===== src/rtl/uart_autobaud.sv =====
// uart_autobaud
//   Measures the bit period of a 0x55 ('U') sync character (8N1, LSB first)
//   on the raw RX line. It reports the result as a clock-cycles-per-bit
//   divider for loading into the UART clk_divider register.
//
//   Ports
//     clk_i      system clock
//     rst_i      synchronous active-high reset
//     uart_rx_i  raw asynchronous RX line, idle high
//     start_i    one-cycle arm request, honoured only when idle
//     busy_o     high while armed or measuring
//     divider_o  last successfully measured cycles-per-bit
//     done_o     one-cycle pulse when divider_o updates
//     locked_o   high after a success, cleared by start_i or reset
//     err_o      one-cycle pulse on a failed measurement
//
//   state       | meaning
//   ------------+-----------------------------------------------------------
//   IDLE        | waiting for start_i
//   WAIT_HIGH   | armed, waiting for the line to be seen idle-high
//   WAIT_START  | waiting for the start-bit falling edge
//   MEASURE     | timing falling-edge intervals (start, d1, d3, d5, d7)
//   STOP_EDGE   | waiting for the end of d7 (rising edge), with a timeout
//   STOP_HOLD   | line must stay high for one estimated bit (stop bit)
//   DONE        | range-check the estimate, publish or flag error
module uart_autobaud #(
  parameter int DIVIDER_WIDTH = 32,
  parameter int SYNC_STAGES   = 2,
  parameter int MIN_DIVIDER   = 4
) (
  input  logic                     clk_i,
  input  logic                     rst_i,
  input  logic                     uart_rx_i,
  input  logic                     start_i,
  output logic                     busy_o,
  output logic [DIVIDER_WIDTH-1:0] divider_o,
  output logic                     done_o,
  output logic                     locked_o,
  output logic                     err_o
);

  localparam int DW = DIVIDER_WIDTH;
  localparam int TW = DIVIDER_WIDTH + 3;

  typedef enum logic [2:0] {
    ST_IDLE,
    ST_WAIT_HIGH,
    ST_WAIT_START,
    ST_MEASURE,
    ST_STOP_EDGE,
    ST_STOP_HOLD,
    ST_DONE
  } state_t;

  state_t                 state_q, state_d;
  logic [SYNC_STAGES-1:0] sync_q, sync_d;
  logic                   rx_prev_q, rx_prev_d;
  logic [DW-1:0]          cnt_q, cnt_d;
  logic [DW-1:0]          ref_q, ref_d;
  logic [DW-1:0]          timer_q, timer_d;
  logic [DW-1:0]          divider_q, divider_d;
  logic [1:0]             edge_idx_q, edge_idx_d;
  logic [TW-1:0]          total_q, total_d;
  logic                   busy_q, busy_d;
  logic                   done_q, done_d;
  logic                   locked_q, locked_d;
  logic                   err_q, err_d;

  logic          rx_s;
  logic          fall;
  logic          rise;
  logic          fail;
  logic [DW-1:0] interval;
  logic [DW-1:0] delta;
  logic [DW-1:0] tol;
  logic [TW-1:0] total_sum;
  logic [DW-1:0] est_cur;
  logic [DW-1:0] est_new;

  assign rx_s = sync_q[SYNC_STAGES-1];
  assign fall = rx_prev_q & ~rx_s;
  assign rise = ~rx_prev_q & rx_s;

  // cnt is cleared on the edge cycle, so cnt+1 is the full edge-to-edge spacing.
  assign interval  = cnt_q + DW'(1);
  assign delta     = (interval >= ref_q) ? (interval - ref_q) : (ref_q - interval);
  assign tol       = ref_q >> 3;
  assign total_sum = total_q + TW'(interval);

  // (total + 4) >> 3 rewritten as (total >> 3) + total[2]; the result never
  // exceeds half of the DW range because each interval is below 2^DW.
  assign est_cur = total_q[TW-1:3] + DW'(total_q[2]);
  assign est_new = total_sum[TW-1:3] + DW'(total_sum[2]);

  always_comb begin
    state_d    = state_q;
    sync_d     = {sync_q[SYNC_STAGES-2:0], uart_rx_i};
    rx_prev_d  = rx_s;
    cnt_d      = cnt_q;
    ref_d      = ref_q;
    timer_d    = timer_q;
    divider_d  = divider_q;
    edge_idx_d = edge_idx_q;
    total_d    = total_q;
    busy_d     = busy_q;
    locked_d   = locked_q;
    done_d     = 1'b0;
    err_d      = 1'b0;
    fail       = 1'b0;

    unique case (state_q)
      ST_IDLE: begin
        if (start_i) begin
          state_d  = ST_WAIT_HIGH;
          busy_d   = 1'b1;
          locked_d = 1'b0;
        end
      end

      ST_WAIT_HIGH: begin
        if (rx_s) state_d = ST_WAIT_START;
      end

      ST_WAIT_START: begin
        if (fall) begin
          state_d    = ST_MEASURE;
          cnt_d      = '0;
          edge_idx_d = '0;
          total_d    = '0;
        end
      end

      ST_MEASURE: begin
        if (cnt_q == '1) begin
          fail = 1'b1;
        end else if (fall) begin
          if ((edge_idx_q != 2'd0) && (delta > tol)) begin
            fail = 1'b1;
          end else begin
            cnt_d      = '0;
            total_d    = total_sum;
            edge_idx_d = edge_idx_q + 2'd1;
            if (edge_idx_q == 2'd0) ref_d = interval;
            if (edge_idx_q == 2'd3) begin
              // Four intervals span eight bit periods (start through d6).
              state_d = ST_STOP_EDGE;
              timer_d = est_new + (est_new >> 1);
            end
          end
        end else begin
          cnt_d = cnt_q + DW'(1);
        end
      end

      ST_STOP_EDGE: begin
        if (rise) begin
          state_d = ST_STOP_HOLD;
          timer_d = (est_cur == '0) ? '0 : (est_cur - DW'(1));
        end else if (timer_q == '0) begin
          fail = 1'b1;
        end else begin
          timer_d = timer_q - DW'(1);
        end
      end

      ST_STOP_HOLD: begin
        if (!rx_s) begin
          fail = 1'b1;
        end else if (timer_q == '0) begin
          state_d = ST_DONE;
        end else begin
          timer_d = timer_q - DW'(1);
        end
      end

      ST_DONE: begin
        state_d = ST_IDLE;
        busy_d  = 1'b0;
        if (est_cur < DW'(MIN_DIVIDER)) begin
          err_d = 1'b1;
        end else begin
          divider_d = est_cur;
          done_d    = 1'b1;
          locked_d  = 1'b1;
        end
      end

      default: begin
        state_d = ST_IDLE;
        busy_d  = 1'b0;
      end
    endcase

    if (fail) begin
      state_d = ST_IDLE;
      busy_d  = 1'b0;
      err_d   = 1'b1;
    end
  end

  always_ff @(posedge clk_i) begin
    if (rst_i) begin
      state_q    <= ST_IDLE;
      sync_q     <= '1;
      rx_prev_q  <= 1'b1;
      cnt_q      <= '0;
      ref_q      <= '0;
      timer_q    <= '0;
      divider_q  <= '0;
      edge_idx_q <= '0;
      total_q    <= '0;
      busy_q     <= 1'b0;
      done_q     <= 1'b0;
      locked_q   <= 1'b0;
      err_q      <= 1'b0;
    end else begin
      state_q    <= state_d;
      sync_q     <= sync_d;
      rx_prev_q  <= rx_prev_d;
      cnt_q      <= cnt_d;
      ref_q      <= ref_d;
      timer_q    <= timer_d;
      divider_q  <= divider_d;
      edge_idx_q <= edge_idx_d;
      total_q    <= total_d;
      busy_q     <= busy_d;
      done_q     <= done_d;
      locked_q   <= locked_d;
      err_q      <= err_d;
    end
  end

  assign busy_o    = busy_q;
  assign divider_o = divider_q;
  assign done_o    = done_q;
  assign locked_o  = locked_q;
  assign err_o     = err_q;

endmodule


===== config.mk =====
export PLATFORM = sky130hd
export DESIGN_NAME = uart_autobaud
export DESIGN_NICKNAME = d
export VERILOG_FILES = /design/src/rtl/uart_autobaud.sv
export SDC_FILE = /design/constraint.sdc
export NUM_CORES = 1
export LEC_CHECK = 0
export ABC_AREA = 1
export BUFFER_PORTS_ARGS = -buffer_cell sky130_fd_sc_hd__buf_4
export CAP_MARGIN = 15
export CORE_MARGIN = 2
export CORE_UTILIZATION = 51
export DETAILED_ROUTE_END_ITERATION = 8
export PLACE_DENSITY_LB_ADDON = 0.08
export SETUP_SLACK_MARGIN = 0.3
export SLEW_MARGIN = 10
export SYNTH_ARGS = -nofsm -noshare
export SYNTH_HDL_FRONTEND = slang
export SYNTH_SLANG_ARGS = --single-unit
export TNS_END_PERCENT = 5

===== constraint.sdc =====
create_clock -name clk_i -period 6.8 [get_ports clk_i]
set_input_delay 0.68 -clock clk_i [delete_from_list [all_inputs] [get_ports clk_i]]
set_output_delay 0.68 -clock clk_i [all_outputs]
set_load 0.1 [all_outputs]

==> flow_summary.yaml, run 1 <==
run_status:
  outcome: "complete, no violations"
global_routing:
  met2_usage_pct: 64.8
  grt_overflow_total: 0
  antenna_found_initial: 0
  use_met1_pct: 46.2
  grt_max_degree: 73
  top_usage_layer: "met2"
  grtUsageTotal_pct: 38.6
  grt_pass1_vias: 22300
  grt_pass1_wl_microns: 124000
  use_met3_pct: 5.63
finish:
  antennaDiodeCount: 0
  fin_area_sq_um: 24100
  layout_common_cells: "nand2_1 (1082), inv_1 (506), nor2_1 (376), a21oi_1 (272), nand3_1 (174)"
  drive_above_1_share_pct: 13.6
  area.growth.synth_to_final_pct: 17.2
  fillers: 3928
  finalNetCount: 3867
  final_common_cell: "nand2_1"
yosys:
  synth_top_area_share_pct: 20.4
  synth_edf_count: 0
  syn_area_sq_um: 20500
  ys_async_sr_fraction_pct: 0
  syn_area_per_cell_sq_um: 5.71
  ys.flop_type: "dfxtp_1"
  synth_top_area_cell: "nand2_1"
  netlist_top_cells_area: "nand2_1 (20%), dfxtp_1 (17%), ha_1 (10%)"
  syn-instance-count: 3596
  synth_fp_nets: 3770
  yosys_warnings: 0
  synthDistinctLibCells: 59
  yosys_register_bits: 175
  yosysSeqAreaShare_pct: 17.1
die:
  rows: 73
  die_h_microns: 205
  ios: 40
  core_sq_um: 39700
  dieArea_sq_um: 41900
  start_util_pct: 51.7
  die_x_microns: 205
worst_setup_path:
  required_ns: 7.20
  path_max_fanout: 8
  cp_slowest_cell: "ha_2"
  path_common_cell: "nand2_1"
  crit_path_end_kind: "register"
  cpPeakStageDelay_ns: 0.39
  critPathArrivalTime_ns: 6.83
  setup.worst_path.start_class: "register"
  crit_type: "reg -> reg"
route:
  drc: 0
  dr.pass1.iters: 6
  drtIter0Drc: 2351
  route.antenna.remaining_nets: 0
  wire_per_inst_microns: 19.9
  drt_wl_total_microns: 84000
  num_vias: 24100
  via_per_inst: 5.70
placement:
  dp_hpwl_microns: 66600
  io_buffers: 39
  place_congestion: 1.11
  placed_cell_area_sq_um: 21600
clock_network:
  clockBufferDepth: 2
  htree_levels: 4
  clock_latency_ns: 0.47
  cts_buffers: 17
  clkTransAtPathRegs_ns: 0.08
  cts_tree: "yes"
  root_buffer: "clkbuf_16"
  cts_sinks: 175
sta:
  final_hold_viol_count: 0
  tns_ns: 0
  slew_viol_final: 0
  final.min_clock_period_ns: 6.43
  worst_clock_skew_ns: 0.0141
  rsz0062_at_grt: "true"
  worst_slew_pin_slew_ns: 1.02
  fmax_mhz: 156
  setup_violations: 0
  timing.slew.headroom_pct: 31.8
  finalCritPeriodShare_pct: 94.5
pwr:
  pwr_density_cell_nw_per_um2: 428
  leakagePower_uw: 0.0124
  fin_total_pwr_uw: 10300
  ir_drop_v: 0.000311
hold_path:
  min_path_type: "in -> reg"
flow_run:
  drv_cap: 0
-- cell usage after synthesis, types with 3 or more instances --
cell type and count:
a211oi_1 6, a21boi_0 4, a21o_1 7, a21oi_1 294
a31oi_1 5, buf_1 3, buf_2 16, buf_6 8
clkbuf_1 39, dfxtp_1 175, fa_1 4, ha_1 166
inv_1 523, inv_2 14, mux2i_1 3, nand2_1 1116
nand2_2 14, nand2_4 3, nand3_1 187, nand3_2 6
nand3b_1 18, nand4_1 54, nor2_1 419, nor2_2 31
nor2_4 5, nor3_1 57, nor3_2 5, nor4_1 14
o211ai_1 10, o21a_1 20, o21ai_0 136, o21ai_1 26
o21bai_1 25, o221ai_1 7, o31ai_1 4, or2_2 13
xnor2_1 41, xor2_1 84, xor2_2 6
-- critical path, delay by kind of cell (launching register included) --
kind / cells / cell delay [ns]
mux: 1 / 0.25
xor+xnor: 1 / 0.17
flops: 1 / 0.38
buf+inv: 5 / 0.65
compound gates: 2 / 0.31
fa+ha+maj: 2 / 0.70
simple gates: 34 / 3.85
-- final cells by class --
| class | count | area, sq um | area share [%] |
|---|---|---|---|
| multi-input combinational | 2816 | 16000 | 66.3 |
| sequential | 175 | 3520 | 14.6 |
| inverter | 539 | 2040 | 8.47 |
| timing repair buffer | 143 | 1300 | 5.40 |
| tap | 525 | 657 | 2.73 |
| clock buffer | 17 | 425 | 1.77 |
| clock inverter | 15 | 176 | 0.733 |
| timing repair inverter | 1 | 6.26 | 0.0260 |
-- through the flow --
step	hold slack (ns)	util, %	instances	worst slack (ns)
2_1_floorplan	0.389	-	3596	1.01
4_1_cts	0.381	56.5	4187	0.300
3_5_place_dp	0.458	54.5	4151	0.00809
3_3_place_gp	0.456	54.5	4151	0.156
6_report	0.395	60.6	4231	0.374
5_1_grt	0.394	60.6	4231	-0.0493
-- cells by family (layout without fill, tap and decap cells) --
group,Yosys count,after routing,share of synthesized area (%)
multiplexers,3,3,0.146
XOR/XNOR,131,131,5.81
adder cells (fa/ha/maj),170,170,10.5
flip-flops,175,175,17.1
AND/OR/NAND/NOR,1954,1956,40.1
AO/OA/AOI/OAI,556,556,14.9
buffers and inverters,607,715,11.5
-- worst paths after layout --
path	start	end	slack [ns]	cells after the start
worst max-delay path	cnt_q[0]	total_q[33]	0.37	45
worst min-delay path	uart_rx_i	sync_q[0]	0.40	2
worst min register to register	sync_q[0]	sync_q[1]	0.46	1
worst max register to register	cnt_q[0]	total_q[33]	0.37	45
-- flip-flops by register name, summed over array words and instances (netlist names), 2 cells and up --
name / flops
sync_q: 2
divider_o: 32
cnt_q: 32
total_q: 35
ref_q: 32
state_q: 3
timer_q: 32
edge_idx_q: 2
-- report_power, final --
part	switching (uW)	leakage [uW]	internal [uW]	total, uW
clock network	505	0.000282	555	1060
registers	263	0.00142	1180	1440
logic	5220	0.0107	2590	7810
total	5990	0.0124	4330	10300
-- routing by layer --
| layer | vias to the layer above | wire, microns |
|---|---|---|
| met5 | - | 0 |
| met4 | 0 | 6100 |
| met3 | 302 | 6900 |
| met2 | 1108 | 38600 |
| met1 | 11000 | 32500 |
| li1 | 11700 | - |
-- timing repair --
item | in CTS | in global routing
pin swaps | 3 | 59
cloned | 2 | 9
setup endpoints to repair | 137 | 138
buffers inserted | 2 | 34
resized for setup | 37 | 285
hold buffers | 0 | 0
hold endpoints to repair | 0 | 0
Note: power is estimated with default switching activity, not from simulation.
==> inputs of run 2 (changes only) <==
ABC_AREA = unset   (was 1)
==> run 2 against run 1 <==
  * Sequential share of layout area increased by 1.5 points
  * Critical endpoint is now timer_q[31]
  * Fmax decreased by 9.4%
  * The run now ends with setup timing left
  * Non-clock buffer count increased by 185
==> flow_summary.yaml, run 2 <==
route:
  drc: 0
  route.antenna.remaining_nets: 0
  dr.pass1.iters: 6
  via_per_inst: 6.07
  num_vias: 18800
  drt_wl_total_microns: 60000
  drtIter0Drc: 1353
  wire_per_inst_microns: 19.4
yosys:
  yosysSeqAreaShare_pct: 19.9
  yosys_register_bits: 175
  synth_top_area_share_pct: 19.9
  netlist_top_cells_count: "nor2_1 (255), a21oi_1 (215), nand2_1 (207), dfxtp_1 (175), ha_1 (166)"
  synth_top_area_cell: "dfxtp_1"
  post-synth-top-count-cell: "nor2_1"
  ys_async_sr_fraction_pct: 0
  syn_area_per_cell_sq_um: 7.28
  syn_area_sq_um: 17600
  synthDistinctLibCells: 99
  synth_edf_count: 0
  netlist_top_cells_area: "dfxtp_1 (20%), ha_1 (12%), a21oi_1 (6.1%)"
  synth_fp_nets: 2597
  yosys_warnings: 0
  syn-instance-count: 2423
  ys.flop_type: "dfxtp_1"
clock_network:
  clock_latency_ns: 0.47
  holdBufCountCts: 0
  htree_levels: 4
  clockBufferDepth: 2
  cts_buffers: 17
  cts_sinks: 175
  cts_tree: "yes"
  clkTransAtPathRegs_ns: 0.07
  root_buffer: "clkbuf_16"
run_status:
  violations: "setup timing"
  outcome: "complete, but fails checks"
worst_setup_path:
  critPathArrivalTime_ns: 7.44
  path_common_cell: "and3_4"
  cp_slowest_cell: "o31ai_4"
  crit_type: "reg -> reg"
  reg2regPathDepth: 37
  required_ns: 7.15
  setup.worst_path.start_class: "register"
  crit_path_end_kind: "register"
  path_max_fanout: 7
  cpPeakStageDelay_ns: 0.35
placement:
  place_congestion: 1.02
  place_inst: 3008
  dp_hpwl_microns: 44800
  dp_worst_setup_slack_ns: -0.560
  placed_cell_area_sq_um: 19900
  io_buffers: 39
finish:
  top_register: "total_q"
  layout_common_cells: "buf_4 (295), nor2_1 (242), nand2_1 (203), a21oi_1 (203), dfxtp_1 (169)"
  finalNetCount: 2804
  drive_above_1_share_pct: 20.6
  antennaDiodeCount: 0
  fin_area_sq_um: 21800
  final_common_cell: "buf_4"
  largest_register_ffs: 35
  layout.cells.non_filler: 3097
  area.growth.synth_to_final_pct: 23.5
die:
  start_util_pct: 51.4
  core_sq_um: 34300
  die_x_microns: 190
  die_h_microns: 190
  ios: 40
  dieArea_sq_um: 36100
  rows: 68
global_routing:
  grtUsageTotal_pct: 31.7
  antenna_found_initial: 0
  use_met3_pct: 3.04
  met2_usage_pct: 53.5
  grt_max_degree: 72
  use_met1_pct: 40.8
  grt_pass1_wl_microns: 91500
  grt_pass1_vias: 17600
  top_usage_layer: "met2"
  grt_overflow_total: 0
sta:
  worst_slack_ns: -0.289
  timing.slew.headroom_pct: 9.50
  fmax_mhz: 141
  setup_violations: 104
  worst_slew_pin_slew_ns: 1.36
  holdWs_ns: 0.397
  final_hold_viol_count: 0
  worst_clock_skew_ns: 0.0143
  rsz0062_at_grt: "true"
  final.min_clock_period_ns: 7.09
  slew_viol_final: 0
  finalCritPeriodShare_pct: 104
pwr:
  p_clk_share_pct: 35.8
  internal-power_uw: 1950
  pwr_density_cell_nw_per_um2: 133
  seqPwrFrac_pct: 35.9
  leakagePower_uw: 0.00926
  p_sw_uw: 942
  switching_share_pct: 32.5
  ir_drop_v: 0.000166
  p_comb_share_pct: 28.3
flow_run:
  drv_cap: 0
hold_path:
  hold_path_depth: 2
  min_path_type: "in -> reg"
-- run 2: what timing repair did --
item | CTS | global route
setup buffers | 32 | 16
cloned | 1 | 7
endpoints found under the setup margin | 106 | 106
gates resized for setup | 84 | 120
pin swaps | 42 | 63
-- run 2: stage by stage --
stage / total power [uW] / utilization, % / setup TNS (ns)
after floorplan: 1510 / - / 0
after global placement: 1760 / 58.0 / -35.14
after detailed placement: 1760 / 58.0 / -51.75
after CTS: 2830 / 61.3 / -16.73
after global routing: 3000 / 63.5 / -40.98
final: 2900 / 63.5 / -17.61
-- run 2: per-layer routing --
| layer | wire (microns) | vias to the layer above |
|---|---|---|
| met5 | 0 | - |
| met4 | 2730 | 0 |
| met3 | 2580 | 142 |
| met2 | 28500 | 591 |
| met1 | 26100 | 8846 |
| li1 | - | 9215 |
-- run 2: cells by family (layout without fill, tap and decap cells) --
family / Yosys count / count (layout) / share of synthesized area, %
xor+xnor: 213 / 213 / 10.7
simple gates: 864 / 864 / 23.8
fa+ha+maj: 170 / 170 / 12.2
mux: 13 / 13 / 0.745
flops: 175 / 175 / 19.9
buf+inv: 254 / 473 / 5.59
compound gates: 734 / 734 / 27.1
-- run 2: critical path: cells and delay by family, from the launching register on --
| family | cells | cell delay [ns] |
|---|---|---|
| compound gates | 16 | 2.96 |
| xor+xnor | 2 | 0.40 |
| fa+ha+maj | 2 | 0.46 |
| buf+inv | 5 | 0.65 |
| flops | 1 | 0.33 |
| mux | 1 | 0.32 |
| simple gates | 11 | 1.86 |
-- run 2: final cells by class --
| class | instances | area, sq um |
|---|---|---|
| Sequential cell | 175 | 3510 |
| Multi-Input combinational cell | 1994 | 13900 |
| Timing Repair Buffer | 328 | 2740 |
| Clock inverter | 13 | 150 |
| Tap cell | 455 | 569 |
| Fill cell | 3097 | 12500 |
| Inverter | 114 | 428 |
| Clock buffer | 18 | 439 |
-- run 2: final timing paths --
check | from | end | slack, ns
setup / recovery | cnt_q[7] | timer_q[31] | -0.29
hold / removal | uart_rx_i | sync_q[0] | 0.40
hold reg to reg | sync_q[0] | sync_q[1] | 0.42
setup reg to reg | cnt_q[7] | timer_q[31] | -0.29
-- run 2: power groups by stage --
stage | combinational, uW | sequential (uW) | clock, uW
6_report | 819 | 1040 | 1040
5_1_grt | 876 | 1040 | 1090
4_1_cts | 742 | 1040 | 1050
3_5_place_dp | 697 | 1060 | 0
3_3_place_gp | 693 | 1060 | 0
2_1_floorplan | 451 | 1060 | 0
==> inputs of run 3 (changes only) <==
TNS_END_PERCENT = 50   (was 5)
clock period = 8.65 ns   (was 6.8 ns; I/O delays follow)
==> run 3 against run 2 <==
  * The run now ends clean
  * Utilization shrank 7.6 points
  * Sequential share of layout area grew 2.2 points
  * Flip-flop and latch count is the same
  * Largest power group is now the clock network
  * Sequential power shrank 21%
  * Fmax is 11% lower
  * Worst hold slack improved by 0.015 ns
  * Via count fell by 6.0%
==> flow_summary.yaml, run 3 (synthesis gave the netlist of run 2 again) <==
worst_setup_path:
  path_buf_inv: 6
  critPathArrivalTime_ns: 8.32
  cpPeakStageDelay_ns: 0.39
  crit_path_end_kind: "register"
  crit_type: "reg -> reg"
  path_max_fanout: 18
  required_ns: 9.01
  setup.worst_path.start_class: "register"
  cp_slowest_cell: "dfxtp_1"
  crit_family: "simple AND/OR/NAND/NOR gates"
flow_run:
  drv_cap: 0
global_routing:
  grtUsageTotal_pct: 31.1
  use_met3_pct: 2.64
  grt_pass1_wl_microns: 89800
  use_met1_pct: 40.7
  grt_overflow_total: 0
  grt_pass1_vias: 16800
  met2_usage_pct: 51.5
  top_usage_layer: "met2"
  antenna_found_initial: 0
  grt_max_degree: 71
finish:
  finalNetCount: 2560
  area.growth.synth_to_final_pct: 8.66
  fin_area_sq_um: 19200
  top_register: "total_q"
  final_common_cell: "nor2_1"
  largest_register_ffs: 35
  drive_above_1_share_pct: 7.76
  antennaDiodeCount: 0
  layout_common_cells: "nor2_1 (254), a21oi_1 (212), nand2_1 (206), dfxtp_1 (173), ha_1 (164)"
  fillers: 3291
  layout.cells.non_filler: 2853
die:
  start_util_pct: 51.4
  die_x_microns: 190
  dieArea_sq_um: 36100
  ios: 40
  core_sq_um: 34300
  rows: 68
  die_h_microns: 190
clock_network:
  htree_levels: 4
  clock_latency_ns: 0.45
  cts_sinks: 175
  cts_tree: "yes"
  clkTransAtPathRegs_ns: 0.07
  root_buffer: "clkbuf_16"
  holdBufCountCts: 0
  clockBufferDepth: 2
  cts_buffers: 17
sta:
  worst_slew_pin_slew_ns: 1.06
  finalCritPeriodShare_pct: 92.0
  final.min_clock_period_ns: 7.95
  slew_viol_final: 0
  fmax_mhz: 126
  final_hold_viol_count: 0
  setup_violations: 0
  rsz0062_at_grt: "true"
  timing.slew.headroom_pct: 28.6
  worst_clock_skew_ns: 0.0142
route:
  dr.pass1.iters: 6
  num_vias: 17700
  drt_wl_total_microns: 56900
  wire_per_inst_microns: 20.0
  route.antenna.remaining_nets: 0
  drtIter0Drc: 1216
  via_per_inst: 6.19
  drc: 0
pwr:
  p_clk_share_pct: 38.8
  p_comb_share_pct: 23.7
  pwr_density_cell_nw_per_um2: 114
  internal-power_uw: 1500
  ir_drop_v: 0.0000954
  switching_share_pct: 31.4
  p_sw_uw: 685
  leakagePower_uw: 0.00796
  seqPwrFrac_pct: 37.4
placement:
  place_congestion: 0.960
  dp_hpwl_microns: 44500
  io_buffers: 39
  place_inst: 2815
  placed_cell_area_sq_um: 18300
run_status:
  outcome: "complete, no violations"
hold_path:
  min_path_type: "reg -> reg"
## run 3: cell types whose count changed in the layout (fill, tap and decap cells not counted), sizes merged
cell and change:
inv -4, bufinv +2, buf -242, clkinvlp -1, clkinv +3, clkbuf -2
## run 3: per-stage QoR
stage	utilization, %	power [uW]	setup slack (ns)	setup TNS, ns	hold slack (ns)
3_3_place_gp	53.3	1300	-0.133	-1.46	0.390
6_report	55.9	2180	0.696	0	0.412
3_5_place_dp	53.3	1300	-0.248	-6.47	0.401
2_1_floorplan	-	1170	0.767	0	0.389
4_1_cts	55.2	2160	0.366	0	0.416
5_1_grt	55.9	2260	0.276	0	0.433
## run 3: path summary, 6_finish.rpt
kind | from | end | slack [ns] | cells after the start
setup / recovery | cnt_q[7] | timer_q[26] | 0.70 | 39
hold reg to reg | sync_q[0] | sync_q[1] | 0.41 | 1
setup reg to reg | cnt_q[7] | timer_q[26] | 0.70 | 39
hold / removal | sync_q[0] | sync_q[1] | 0.41 | 1
## run 3: final cells by class
class | count | area [sq um] | share of cell area (%)
Inverter | 114 | 428 | 2.23
Multi-Input combinational cell | 1994 | 13300 | 69.5
Clock buffer | 18 | 429 | 2.24
Sequential cell | 175 | 3510 | 18.3
Tap cell | 455 | 569 | 2.97
Timing Repair Buffer | 84 | 716 | 3.74
Clock inverter | 13 | 186 | 0.973
## run 3: timing repair
item                       CTS  global route
gates resized for setup      9            24
setup buffers                0             5
cloned                       0             2
setup endpoints to repair  105           106
pin swaps                    0             8
## run 3: power by group through the flow
| stage | Clock [uW] | Combinational [uW] | Sequential [uW] |
|---|---|---|---|
| detailed placement | 0 | 469 | 835 |
| floorplan | 0 | 331 | 835 |
| CTS | 861 | 480 | 816 |
| global route | 888 | 560 | 817 |
| global placement | 0 | 466 | 835 |
| finish | 847 | 517 | 817 |
## run 3: per-layer routing
| layer | up-vias | wire [microns] |
|---|---|---|
| met4 | 0 | 2860 |
| met3 | 136 | 2300 |
| met2 | 515 | 26000 |
| met1 | 8291 | 25700 |
| met5 | - | 0 |
| li1 | 8725 | - |
## run 3: worst reg2reg max path: cells and delay by family, from the launching register on
kind / cells / cell delay, ns
simple gates: 15 / 2.74
compound gates: 13 / 2.57
buf+inv: 6 / 0.93
fa+ha+maj: 2 / 0.58
flops: 1 / 0.39
mux: 1 / 0.37
xor+xnor: 2 / 0.28
